[src/rtl/count_mode_ctrl_pkg.sv]
// Shared types and helpers for the counter mode controller.
package count_mode_pkg;
    localparam int MODE_W = 2;
    localparam int C_W    = 3;

    typedef enum logic {IDLE, PENDING} state_e;
    typedef logic [MODE_W-1:0] mode_t;

    // dir=1 steps up, dir=0 steps down; wraps naturally mod 4
    function automatic mode_t mode_step(input mode_t mode, input logic dir);
        return dir ? mode + mode_t'(1) : mode - mode_t'(1);
    endfunction
endpackage

[src/rtl/count_mode_ctrl_if.sv]
// Button, counter-value and mode signals between the controller and its surroundings.
interface count_mode_ctrl_if
    import count_mode_pkg::*;
    ();
    logic           btn_next;
    logic           btn_prev;
    logic [C_W-1:0] c_in;
    mode_t          A;
    logic           pending;
    logic           mode_changed;

    modport master (output btn_next, btn_prev, c_in, input A, pending, mode_changed);
    modport slave  (input btn_next, btn_prev, c_in, output A, pending, mode_changed);
endinterface

[src/rtl/count_mode_ctrl_btn_debounce.sv]
// Two-flop synchronizer, stable-count debouncer and single-cycle rising-edge press.
module btn_debounce #(
    parameter int DEB_CYCLES = 16,
    parameter int DEB_W      = 5
) (
    input  logic clk,
    input  logic res,
    input  logic btn_raw,
    output logic press
);
    logic             sync1_q, sync1_d;
    logic             sync2_q, sync2_d;
    logic             deb_q, deb_d;
    logic             deb_dly_q, deb_dly_d;
    logic [DEB_W-1:0] cnt_q, cnt_d;

    always_comb begin
        sync1_d   = btn_raw;
        sync2_d   = sync1_q;
        deb_dly_d = deb_q;
        deb_d     = deb_q;
        cnt_d     = '0;
        // the counter runs only while the synced input disagrees with the accepted level
        if (sync2_q != deb_q) begin
            if (cnt_q == DEB_W'(DEB_CYCLES - 1)) deb_d = sync2_q;
            else                                 cnt_d = cnt_q + DEB_W'(1);
        end
    end

    always_ff @(posedge clk or negedge res) begin
        if (!res) begin
            sync1_q   <= 1'b0;
            sync2_q   <= 1'b0;
            deb_q     <= 1'b0;
            deb_dly_q <= 1'b0;
            cnt_q     <= '0;
        end else begin
            sync1_q   <= sync1_d;
            sync2_q   <= sync2_d;
            deb_q     <= deb_d;
            deb_dly_q <= deb_dly_d;
            cnt_q     <= cnt_d;
        end
    end

    assign press = deb_q & ~deb_dly_q;
endmodule

[src/rtl/count_mode_ctrl.sv]
// Mode controller: debounced next/prev requests, applied to A at a counter sync point or on timeout.
module count_mode_ctrl
    import count_mode_pkg::*;
#(
    parameter int             DEB_CYCLES = 16,
    parameter int             DEB_W      = 5,
    parameter logic [C_W-1:0] SYNC_C     = 3'd0,
    parameter int             TIMEOUT    = 8,
    parameter mode_t          RESET_MODE = 2'b00
) (
    input  logic              clk,
    input  logic              res,
    count_mode_ctrl_if.slave  bus
);
    localparam int TMR_W = (TIMEOUT > 1) ? $clog2(TIMEOUT) : 1;

    logic press_n, press_p, nxt, prv;

    btn_debounce #(.DEB_CYCLES(DEB_CYCLES), .DEB_W(DEB_W)) u_deb_next (
        .clk(clk), .res(res), .btn_raw(bus.btn_next), .press(press_n));
    btn_debounce #(.DEB_CYCLES(DEB_CYCLES), .DEB_W(DEB_W)) u_deb_prev (
        .clk(clk), .res(res), .btn_raw(bus.btn_prev), .press(press_p));

    // coincident presses cancel each other out
    assign nxt = press_n & ~press_p;
    assign prv = press_p & ~press_n;

    state_e           state_q, state_d;
    mode_t            target_q, target_d;
    mode_t            a_q, a_d;
    logic [TMR_W-1:0] timer_q, timer_d;
    logic             mc_q, mc_d;
    mode_t            stepped;

    assign stepped = mode_step((state_q == IDLE) ? a_q : target_q, nxt);

    always_comb begin
        state_d  = state_q;
        target_d = target_q;
        a_d      = a_q;
        timer_d  = timer_q;
        mc_d     = 1'b0;
        case (state_q)
            IDLE: begin
                if (nxt || prv) begin
                    target_d = stepped;
                    timer_d  = '0;
                    state_d  = PENDING;
                end
            end
            PENDING: begin
                if (nxt || prv) begin
                    target_d = stepped;
                    timer_d  = '0;
                    if (stepped == a_q) state_d = IDLE;
                end else if (bus.c_in == SYNC_C || timer_q == TMR_W'(TIMEOUT - 1)) begin
                    a_d     = target_q;
                    state_d = IDLE;
                    mc_d    = 1'b1;
                end else begin
                    timer_d = timer_q + TMR_W'(1);
                end
            end
            default: state_d = IDLE;
        endcase
    end

    always_ff @(posedge clk or negedge res) begin
        if (!res) begin
            state_q  <= IDLE;
            target_q <= '0;
            a_q      <= RESET_MODE;
            timer_q  <= '0;
            mc_q     <= 1'b0;
        end else begin
            state_q  <= state_d;
            target_q <= target_d;
            a_q      <= a_d;
            timer_q  <= timer_d;
            mc_q     <= mc_d;
        end
    end

    assign bus.A            = a_q;
    assign bus.pending      = (state_q == PENDING);
    assign bus.mode_changed = mc_q;
endmodule

[src/flat_wrapper.sv]
// flat-port wrapper written by rule: the top's interface ports become plain ports
module count_mode_ctrl_flat import count_mode_pkg::*;
#(
    parameter int             DEB_CYCLES = 16,
    parameter int             DEB_W      = 5,
    parameter logic [C_W-1:0] SYNC_C     = 3'd0,
    parameter int             TIMEOUT    = 8,
    parameter mode_t          RESET_MODE = 2'b00
)
  (clk, res, bus_btn_next, bus_btn_prev, bus_c_in, bus_A, bus_pending, bus_mode_changed);
  count_mode_ctrl_if bus_i ();
  input  logic clk;
  input  logic res;
  input wire logic [$bits(bus_i.btn_next)-1:0] bus_btn_next;
  input wire logic [$bits(bus_i.btn_prev)-1:0] bus_btn_prev;
  input wire logic [$bits(bus_i.c_in)-1:0] bus_c_in;
  output wire logic [$bits(bus_i.A)-1:0] bus_A;
  output wire logic [$bits(bus_i.pending)-1:0] bus_pending;
  output wire logic [$bits(bus_i.mode_changed)-1:0] bus_mode_changed;
  assign bus_i.btn_next = bus_btn_next;
  assign bus_i.btn_prev = bus_btn_prev;
  assign bus_i.c_in = bus_c_in;
  assign bus_A = bus_i.A;
  assign bus_pending = bus_i.pending;
  assign bus_mode_changed = bus_i.mode_changed;
  count_mode_ctrl #(.DEB_CYCLES(DEB_CYCLES), .DEB_W(DEB_W), .SYNC_C(SYNC_C), .TIMEOUT(TIMEOUT), .RESET_MODE(RESET_MODE)) u_core (.clk(clk), .res(res), .bus(bus_i));
endmodule
[config.mk]
export PLATFORM = sky130hd
export DESIGN_NAME = count_mode_ctrl_flat
export DESIGN_NICKNAME = d
export VERILOG_FILES = /design/src/rtl/count_mode_ctrl_pkg.sv /design/src/rtl/count_mode_ctrl_if.sv /design/src/rtl/count_mode_ctrl_btn_debounce.sv /design/src/rtl/count_mode_ctrl.sv /design/src/flat_wrapper.sv
export SDC_FILE = /design/constraint.sdc
export NUM_CORES = 1
export LEC_CHECK = 0
export ABC_AREA = 1
export CAP_MARGIN = 20
export CORE_ASPECT_RATIO = 1.25
export CORE_MARGIN = 4
export CORE_UTILIZATION = 35
export DETAILED_ROUTE_END_ITERATION = 10
export SYNTH_ARGS = -nofsm -noshare
export SYNTH_HDL_FRONTEND = slang
export SYNTH_SLANG_ARGS = --single-unit
[constraint.sdc]
create_clock -name clk -period 1.86 [get_ports clk]
set_clock_uncertainty 0.2 [all_clocks]
set_input_delay 0.186 -clock clk [delete_from_list [all_inputs] [get_ports clk]]
set_output_delay 0.186 -clock clk [all_outputs]
set_load 0.1 [all_outputs]
==> flow_metrics.env, run 1 <==
export IMPL_tns_ns=0
export IMPL_relSlewSlack_pct=77.66
export IMPL_antenna_found_initial=0
export IMPL_crit_required_ns=1.82
export IMPL_antenna_cells=0
export IMPL_grt_total_usage_pct=9.728
export IMPL_cts_root_buf="clkbuf_8"
export IMPL_status="finished, final reports clean"
export IMPL_numCtsBuffers=3
export IMPL_ys_types=19
export IMPL_drive_gt1_share_pct=12.41
export IMPL_grt_pass1_vias=831
export IMPL_cts_tree="built"
export IMPL_synth_area_sq_mm=0.001167
export IMPL_crit_path_start_kind="flip-flop"
export IMPL_final_cell_mix="dfrtp_1 (25), nand2_1 (24), inv_1 (14)"
export IMPL_syn_nets=134
export IMPL_yosysTopAreaCell="dfrtp_1"
export IMPL_clockPowerShare_pct=30.3
export IMPL_yosysTopAreaCellShare_pct=57.88
export IMPL_synth_xor_area_share_pct=3.001
export IMPL_clockBufferDepth=2
export IMPL_grt_overflow=0
export IMPL_initial_core_util_pct=36.55
export IMPL_switching_share_pct=21.82
export IMPL_synth_area_per_cell_sq_um=9.569
export IMPL_ys_ff_latch=27
export IMPL_port_buffers=10
export IMPL_timing_hold_ws_ns=0.08399
export IMPL_fmax_ghz=0.6233
export IMPL_wl_per_cell_microns=10.67
export IMPL_crit_fanout=3
export IMPL_synthTopCellsByArea="dfrtp_1 (58%), nand2_1 (7.7%), ha_1 (5.4%)"
export IMPL_setup_violations=0
export IMPL_synth_cells=122
export IMPL_postCtsSetupBuffers=0
export IMPL_muxShareOfSynthArea_pct=0.9646
export IMPL_stdcell_area_sq_mm=0.001413
export IMPL_hold_viol_final=0
export IMPL_path_cells="inv_1 -> nor2_1 -> ha_1 -> inv_1 -> nand3_1 -> nand3_2 -> nand2_2 -> nand2_1 -> nand3_1 -> nand2_1 -> inv_1"
export IMPL_cts_resized=0
export IMPL_drv_slew=0
export IMPL_synth_compound_area_share_pct=7.824
export IMPL_cts_hold_buf=0
export IMPL_cp_slowest_cell="dfrtp_1"
export IMPL_h_tree_depth=1
export IMPL_die_h_microns=72.57
export IMPL_wl_microns=1857
export IMPL_detail_route_iter0_violations=27
export IMPL_drt_pre_antenna_iters=4
export IMPL_dpl_hpwl_microns=1455
export IMPL_finalCritPeriodShare_pct=86.26
export IMPL_hold_class="primary input to async pin"
export IMPL_rows=23
export IMPL_vdd_ir_drop_worst_mv=0.5342
export IMPL_die_w_microns=59.66
export IMPL_die_area_sq_mm=0.004329
export IMPL_nets=150
export IMPL_maxCapViolCount=0
export IMPL_crit_type="flip-flop to flip-flop"
export IMPL_grt_start_max_net_pins=28
export IMPL_ant_nets=0
export IMPL_ios=11
export IMPL_final_core_util_pct=44.22
export IMPL_cellLeakagePower_nw=0.6874
export IMPL_area_delta_synth_final_pct=21.01
export IMPL_crit_top_cell="inv_1"
export IMPL_seqPwrFrac_pct=61.4
export IMPL_clock_sinks=27
export IMPL_worst_pin_slew_ns=0.3351
export IMPL_p_sw_w=0.0002242
export IMPL_grt_pass1_wl_microns=3263
export IMPL_synthSimpleGateAreaFrac_pct=19.83
export IMPL_period_minus_slack_ns=1.604
export IMPL_cts_clk_slew_worst_paths_ns=0.08
export IMPL_core_area_sq_mm=0.003194
export IMPL_worstPathArrival_ns=1.56
export IMPL_synth_warnings=0
export IMPL_vias=819
export IMPL_p_comb_share_pct=8.3
export IMPL_synth_seq_area_share_pct=57.88
export IMPL_critPathMaxStageDelay_ns=0.41
export IMPL_grt_setup_unrepaired="false"
export IMPL_fill_cells=301
export IMPL_gp_congestion=0.8531
export IMPL_end_kind="flip-flop"
export IMPL_yosys_area_share_adder_pct=5.359
export IMPL_route_detailed_drc=0
export IMPL_synth_top_family_by_area="simple AND/OR/NAND/NOR gates"
export IMPL_viasPerCell=4.707
export IMPL_final_common_cell="dfrtp_1"
export IMPL_power_density_mw_per_mm2=727.3
export IMPL_p_int_w=0.0008033
export IMPL_placed_cell_area_sq_mm=0.001368
export IMPL_clk_latency_ns=0.26
==> synth_stat cells <==
library cell	count
dfrtp_1	27
nand2_1	24
inv_1	14
nand3_1	10
nor2_1	10
o21ai_0	10
a21oi_1	5
ha_1	5
nor3_1	3
and3_1	2
nand3_2	2
xnor2_1	2
xor2_1	2
clkbuf_1	1
inv_2	1
mux2_2	1
nand2_2	1
o21a_1	1
o21ai_2	1
==> final timing paths <==
check,endpoint,startpoint,cells past startpoint,slack (ns)
max in group asynchronous,u_core.bus.pending,res,2,1.10
setup reg to reg,u_core.bus.pending,u_core.u_deb_next.deb_dly_d,11,0.26
hold reg to reg,u_core.u_deb_next.sync2_q,u_core.u_deb_next.sync1_q,0,0.15
setup / recovery,u_core.bus.pending,u_core.u_deb_next.deb_dly_d,11,0.26
min in group clk,u_core.u_deb_next.sync2_q,u_core.u_deb_next.sync1_q,0,0.15
hold / removal,u_core.u_deb_prev.sync2_q,res,2,0.08
==> worst max-delay path: cells and delay by family, from the launching register on <==
kind / cells / cell delay [ns]
buffers and inverters: 3 / 0.20
adders and majority gates: 1 / 0.23
and+or+nand+nor: 7 / 0.46
DFF: 1 / 0.41
==> metrics by stage <==
step | worst slack [ns] | total power [W] | std cells
global route | 0.1064 | 0.001095 | 174
CTS | 0.2406 | 0.001050 | 174
floorplan | 0.01181 | 0.0006867 | 122
global placement | 0.2906 | 0.0007228 | 170
detailed placement | 0.2563 | 0.0007309 | 170
finish | 0.2555 | 0.001027 | 174
==> kinds of logic after synthesis <==
| group | after synthesis |
|---|---|
| compound gates | 17 |
| xor+xnor | 4 |
| fa+ha+maj | 5 |
| buf+inv | 16 |
| flops | 27 |
| mux | 1 |
| simple gates | 52 |
==> sequential cells by signal, indices dropped and copies added, names as in the netlist <==
name                         flops
u_core.u_deb_prev.deb_dly_d      1
u_core.bus.pending               1
u_core.bus.A                     2
u_core.u_deb_next.deb_dly_d      1
u_core.u_deb_next.sync1_q        1
u_core.u_deb_next.cnt_q          5
u_core.u_deb_prev.cnt_q          5
u_core.u_deb_prev.sync2_q        1
u_core.u_deb_prev.deb_dly_q      1
u_core.u_deb_prev.sync1_q        1
u_core.u_deb_next.deb_dly_q      1
u_core.timer_q                   3
u_core.u_deb_next.sync2_q        1
u_core.target_q                  2
u_core.bus.mode_changed          1
==> per-layer routing <==
| metal | global-route usage [%] | vias up | routed length, microns |
|---|---|---|---|
| met3 | 2.655 | 2 | 71 |
| met2 | 16.71 | 15 | 994 |
| met4 | 5.172 | 0 | 10 |
| met1 | 10.63 | 382 | 780 |
| met5 | 0 | - | 0 |
| li1 | - | 420 | - |
==> final cells by class <==
type                            instances  area (sq um)  area share, %
Clock buffer                            4         45.04          3.189
Tap cell                               37         46.29          3.277
Timing Repair Buffer                   12         155.1          10.98
Sequential cell                        27         678.2          48.01
Multi-Input combinational cell         79         431.7          30.56
Inverter                               15         56.30          3.986
==> power groups by stage <==
stage / sequential [W] / combinational, W / clock, W
after CTS: 0.000632 / 0.0000880 / 0.000330
after global placement: 0.000641 / 0.0000818 / 0
final: 0.000631 / 0.0000849 / 0.000311
after floorplan: 0.000643 / 0.0000432 / 0
after detailed placement: 0.000643 / 0.0000876 / 0
after global routing: 0.000637 / 0.000103 / 0.000355
(Power assumes the default switching activity.)
==> run 2, diff against run 1 <==
--- a/config.mk
+++ b/config.mk
@@ -7,10 +7,14 @@
 export LEC_CHECK = 0
 export ABC_AREA = 1
 export CAP_MARGIN = 20
+export CELL_PAD_IN_SITES_DETAIL_PLACEMENT = 0
+export CELL_PAD_IN_SITES_GLOBAL_PLACEMENT = 1
 export CORE_ASPECT_RATIO = 1.25
 export CORE_MARGIN = 4
 export CORE_UTILIZATION = 35
 export DETAILED_ROUTE_END_ITERATION = 10
+export PLACE_DENSITY_LB_ADDON = 0.1
 export SYNTH_ARGS = -nofsm -noshare
 export SYNTH_HDL_FRONTEND = slang
+export SYNTH_HIERARCHICAL = 1
 export SYNTH_SLANG_ARGS = --single-unit
==> run 2 against run 1 <==
Fmax is 8.9% lower. Flip-flop and latch count stayed put. Count of clock-buffer cells in the layout stayed put. First-iteration DRC count is 150% higher. Die area is 3.7% higher. Synthesized area is 4.2% higher. Clock power is 4% higher. Largest power group unchanged.
==> flow_metrics.env, run 2 <==
export IMPL_cts_root_buf="clkbuf_8"
export IMPL_clock_sinks=27
export IMPL_fmax_ghz=0.5675
export IMPL_relSlewSlack_pct=72.09
export IMPL_rows=23
export IMPL_grt_setup_unrepaired="false"
export IMPL_yosys_top_cells_count="nand2_1 (41), dfrtp_1 (27), inv_1 (21), nor2_1 (16), nand3_1 (11)"
export IMPL_syn_nets=154
export IMPL_route_detailed_drc=0
export IMPL_vias=923
export IMPL_die_area_sq_mm=0.004488
export IMPL_clockBufferDepth=2
export IMPL_grt_overflow=0
export IMPL_period_minus_slack_ns=1.762
export IMPL_path_cells="ha_1 -> ha_1 -> nor2_1 -> nor2_1 -> nand2_1 -> o21ai_0"
export IMPL_die_h_microns=73.91
export IMPL_ys_ff_latch=27
export IMPL_final_cell_mix="nand2_1 (41), dfrtp_1 (24), inv_1 (20)"
export IMPL_power_density_mw_per_mm2=723.0
export IMPL_status="finished, final reports clean"
export IMPL_end_kind="flip-flop"
export IMPL_die_w_microns=60.73
export IMPL_largestRegisters="u_core/u_deb_next/cnt_q: 5 flops, u_core/u_deb_prev/cnt_q: 5 flops, u_core/timer_q: 3 flops"
export IMPL_cp_slowest_cell="dfrtp_1"
export IMPL_cts_resized=0
export IMPL_core_area_sq_mm=0.003281
export IMPL_drive_gt1_share_pct=11.46
export IMPL_dpl_hpwl_microns=1594
export IMPL_nets=170
export IMPL_ys_types=16
export IMPL_tns_ns=0
export IMPL_synth_cells=142
export IMPL_port_buffers=10
export IMPL_drv_slew=0
export IMPL_antenna_found_initial=0
export IMPL_detail_route_iter0_violations=67
export IMPL_grt_start_max_net_pins=28
export IMPL_yosys_most_used_dff="dfrtp_1"
export IMPL_synth_edf_count=0
export IMPL_grt_pass1_wl_microns=3705
export IMPL_area_delta_synth_final_pct=20.27
export IMPL_synth_area_per_cell_sq_um=8.565
export IMPL_synth_most_common_cell="nand2_1"
export IMPL_crit_path_start_kind="flip-flop"
export IMPL_grt_total_usage_pct=11.06
export IMPL_ant_nets=0
export IMPL_gp_congestion=0.8091
export IMPL_cts_clk_slew_worst_paths_ns=0.09
export IMPL_hold_class="primary input to async pin"
export IMPL_hold_viol_final=0
export IMPL_synth_seq_area_share_pct=55.56
export IMPL_vdd_ir_drop_worst_mv=0.4126
export IMPL_synth_warnings=6
export IMPL_worst_pin_slew_ns=0.4171
export IMPL_crit_type="flip-flop to flip-flop"
export IMPL_postCtsSetupBuffers=0
export IMPL_viasPerCell=4.758
export IMPL_cellLeakagePower_nw=0.7454
export IMPL_synth_area_sq_mm=0.001216
export IMPL_h_tree_depth=1
export IMPL_maxCapViolCount=0
export IMPL_ios=11
export IMPL_drt_pre_antenna_iters=4
export IMPL_initial_core_util_pct=37.07
export IMPL_final_core_util_pct=44.58
export IMPL_wl_per_cell_microns=10.82
export IMPL_antenna_cells=0
export IMPL_async_flop_share_pct=100.0
export IMPL_final_common_cell="nand2_1"
export IMPL_crit_fanout=5
export IMPL_setup_violations=0
export IMPL_clk_latency_ns=0.26
export IMPL_worstPathArrival_ns=1.71
export IMPL_finalCritPeriodShare_pct=94.74
export IMPL_grt_pass1_vias=898
export IMPL_fill_cells=345
export IMPL_wl_microns=2099
export IMPL_yosysTopAreaCellShare_pct=55.56
export IMPL_cts_tree="built"
export IMPL_numCtsBuffers=3
export IMPL_yosysTopAreaCell="dfrtp_1"
export IMPL_crit_required_ns=1.81
export IMPL_synthTopCellsByArea="dfrtp_1 (56%), nand2_1 (13%), inv_1 (6.5%)"
export IMPL_cts_hold_buf=0
export IMPL_critPathMaxStageDelay_ns=0.41
run 2: power by group:
group	leakage, nW	internal [W]	switching [W]
registers	0.351	0.000610	0.0000227
clock network	0.0228	0.000153	0.000171
logic	0.372	0.0000419	0.0000586
run 2: worst paths after layout:
kind | to | startpoint | cells past startpoint | slack, ns
min in group clk | u_core/u_deb_prev/sync1_q | bus_btn_prev | 1 | 0.15
max reg2reg | u_core/bus.A[1] | u_core/timer_q[0] | 6 | 0.1
max in group asynchronous | u_core/bus.pending | res | 2 | 1.10
min reg2reg | u_core/u_deb_prev/sync2_q | u_core/u_deb_prev/sync1_q | 0 | 0.15
max | u_core/bus.A[1] | u_core/timer_q[0] | 6 | 0.1
min | u_core/u_deb_next/cnt_q[4] | res | 2 | 0.08
run 2: cell type report:
| class | instances | area, sq um | share of cell area (%) |
|---|---|---|---|
| Tap cell | 37 | 46.29 | 3.165 |
| Multi-Input combinational cell | 92 | 457.9 | 31.31 |
| Sequential cell | 27 | 679.4 | 46.45 |
| Inverter | 23 | 86.33 | 5.902 |
| Clock buffer | 4 | 45.04 | 3.080 |
| Timing Repair Buffer | 11 | 147.6 | 10.09 |
run 2: per-layer routing:
layer	up-vias	track usage, %	share of wire [%]
met3	4	2.285	4.5
li1	471	-	-
met2	13	19.02	49
met1	435	12.64	44
met4	0	5.783	1.7
met5	-	0	0
run 2: cells by family (layout without fill, tap and decap cells):
group | count (synthesis) | in the layout | synth area share (%)
and+or+nand+nor | 77 | 77 | 27.26
DFF | 27 | 27 | 55.56
buffers and inverters | 23 | 38 | 7.099
AOI/OAI and AO/OA | 8 | 8 | 3.498
adders and majority gates | 5 | 5 | 5.144
xor gates and xnor gates | 2 | 2 | 1.441
run 2: through the flow:
stage          cell area, sq um  std cells  hold WS, ns  power (W)  setup slack [ns]
6_report                   1463        194      0.08407   0.001058           0.09792
5_1_grt                    1463        194       0.1136   0.001120          0.001468
4_1_cts                    1459        194       0.1042   0.001078           0.07147
3_5_place_dp               1414        190       0.1347  0.0007465           0.08750
3_3_place_gp               1414        190       0.1350  0.0007453           0.09848
2_1_floorplan              1220        142      -0.3096  0.0006973            0.2171
run 2: worst max-delay path: cells and delay by family, from the launching register on:
family | cells | cell delay (ns)
DFF | 1 | 0.41
and+or+nand+nor | 3 | 0.58
AOI/OAI and AO/OA | 1 | 0.08
adders and majority gates | 2 | 0.38
==> run 3, diff against run 2 <==
--- a/config.mk
+++ b/config.mk
@@ -11,7 +11,7 @@
 export CELL_PAD_IN_SITES_GLOBAL_PLACEMENT = 1
 export CORE_ASPECT_RATIO = 1.25
 export CORE_MARGIN = 4
-export CORE_UTILIZATION = 35
+export CORE_UTILIZATION = 42
 export DETAILED_ROUTE_END_ITERATION = 10
 export PLACE_DENSITY_LB_ADDON = 0.1
 export SYNTH_ARGS = -nofsm -noshare
==> run 3 against run 2 <==
Worst hold slack lost 0.063 ns. Sequential power hardly changed. Via count down 1.7%. Utilization increased by 8.8 points. First-iteration DRC count fell by 78%. Non-clock buffer count rose by 2. Register-to-register slack better by 0.08 ns. Global-route usage up 2.7 points. Critical endpoint is now u_core/bus.A[0]. Highest routed layer unchanged.
==> flow_metrics.env, run 3 (synthesized netlist as in run 2, its figures left out) <==
export IMPL_viasPerCell=4.699
export IMPL_status="finished, final reports clean"
export IMPL_cts_tree="built"
export IMPL_drt_pre_antenna_iters=3
export IMPL_grt_start_max_net_pins=28
export IMPL_hold_class="primary input to async pin"
export IMPL_crit_type="flip-flop to flip-flop"
export IMPL_stdcell_area_sq_mm=0.001459
export IMPL_grt_total_usage_pct=13.76
export IMPL_rr_worst_depth=8
export IMPL_die_h_microns=68.17
export IMPL_cpLargestDelayFamily="simple AND/OR/NAND/NOR gates"
export IMPL_wl_per_cell_microns=11.24
export IMPL_power_density_mw_per_mm2=671.5
export IMPL_h_tree_depth=1
export IMPL_tns_ns=0
export IMPL_cp_num_cells=8
export IMPL_power_total_w=0.0009796
export IMPL_antenna_found_initial=0
export IMPL_cellLeakagePower_nw=0.7515
export IMPL_final_common_cell="nand2_1"
export IMPL_cts_root_buf="clkbuf_4"
export IMPL_cts_hold_buf=0
export IMPL_initial_core_util_pct=44.51
export IMPL_worst_pin_slew_ns=0.3374
export IMPL_clk_latency_ns=0.32
export IMPL_cts_clk_slew_worst_paths_ns=0.14
export IMPL_instances_no_fill=193
export IMPL_multi_input_area_sq_um=460.4
export IMPL_die_w_microns=56.13
export IMPL_drv_slew=0
export IMPL_relSlewSlack_pct=77.51
export IMPL_worstPathArrival_ns=1.73
export IMPL_nets=172
export IMPL_wl_microns=2169
export IMPL_dpl_hpwl_microns=1683
export IMPL_setup_violations=0
export IMPL_rows=21
export IMPL_final_cell_mix="nand2_1 (41), dfrtp_1 (24), inv_1 (21)"
export IMPL_period_minus_slack_ns=1.683
export IMPL_hold_viol_final=0
export IMPL_fmax_ghz=0.5941
export IMPL_crit_required_ns=1.90
export IMPL_area_delta_synth_final_pct=19.96
export IMPL_fill_cells=257
export IMPL_crit_fanout=6
export IMPL_antenna_cells=0
export IMPL_finalCritPeriodShare_pct=90.50
export IMPL_clockBufferDepth=2
export IMPL_path_cells="inv_1 -> nor2_1 -> inv_1 -> ha_2 -> nand2_1 -> nor2_1 -> nand2_1 -> o21ai_0"
export IMPL_port_buffers=10
export IMPL_grt_pass1_wl_microns=4084
export IMPL_grt_pass1_vias=977
export IMPL_placed_cells=188
export IMPL_ant_nets=0
export IMPL_gp_congestion=0.8146
export IMPL_rrSetupSlack_ns=0.18
export IMPL_largestRegisters="u_core/u_deb_next/cnt_q: 5 flops, u_core/u_deb_prev/cnt_q: 5 flops, u_core/timer_q: 3 flops"
export IMPL_die_area_sq_mm=0.003826
export IMPL_route_detailed_drc=0
export IMPL_placed_cell_area_sq_mm=0.001418
export IMPL_core_area_sq_mm=0.002733
export IMPL_cp_slowest_cell="dfrtp_1"
export IMPL_vdd_ir_drop_worst_mv=0.5191
export IMPL_drive_gt1_share_pct=13.21
export IMPL_detail_route_iter0_violations=15
export IMPL_numCtsBuffers=3
export IMPL_grt_setup_unrepaired="true"
export IMPL_grt_overflow=0
export IMPL_seq_area_sq_um=679.4
export IMPL_crit_buf_inv=2
export IMPL_maxCapViolCount=0
export IMPL_vias=907
export IMPL_end_kind="flip-flop"
export IMPL_critPathMaxStageDelay_ns=0.39
export IMPL_ios=11
export IMPL_clock_sinks=27
export IMPL_crit_path_start_kind="flip-flop"
## run 3: cell type report
cell class	count	area share (%)
clock inverter	1	0.3431
timing repair buffer	13	11.15
clock buffer	3	1.544
tap	34	2.916
multi-input combinational	92	31.56
sequential	27	46.57
inverter	23	5.918
## run 3: per-layer routing
layer	up-vias	wire length [microns]	track usage, %
li1	475	-	-
met2	15	1111	26.46
met1	413	922	14.01
met4	0	55	7.715
met5	-	0	0
met3	4	79	2.642
## run 3: through the flow
| stage | hold slack, ns | setup slack [ns] | utilization (%) |
|---|---|---|---|
| 2_1_floorplan | -0.3096 | 0.2171 | - |
| 4_1_cts | 0.02484 | 0.1112 | 52.88 |
| 3_5_place_dp | 0.1356 | 0.1381 | 51.88 |
| 6_report | 0.02067 | 0.1767 | 53.39 |
| 3_3_place_gp | 0.1316 | 0.1403 | 51.88 |
| 5_1_grt | 0.03122 | -0.005475 | 53.39 |
## run 3: report_power, final
part,internal [W],switching [W]
Combinational,0.0000429,0.0000583
Sequential,0.000611,0.0000223
Clock,0.0000805,0.000165
## run 3: what timing repair did
action | 4_1_cts | 5_1_grt
resized for setup | 0 | 2
endpoints found under the setup margin | 0 | 6
endpoints found under the hold margin | 0 | 0
setup buffers | 0 | 1
## run 3: final timing paths
path                                        startpoint                         to
max                        u_core/u_deb_prev/deb_dly_d            u_core/bus.A[0]
min                                                res    u_core/bus.mode_changed
max reg2reg                u_core/u_deb_prev/deb_dly_d            u_core/bus.A[0]
min reg2reg                  u_core/u_deb_next/sync1_q  u_core/u_deb_next/sync2_q
max in group asynchronous                          res         u_core/bus.pending
min in group clk                          bus_btn_prev  u_core/u_deb_prev/sync1_q
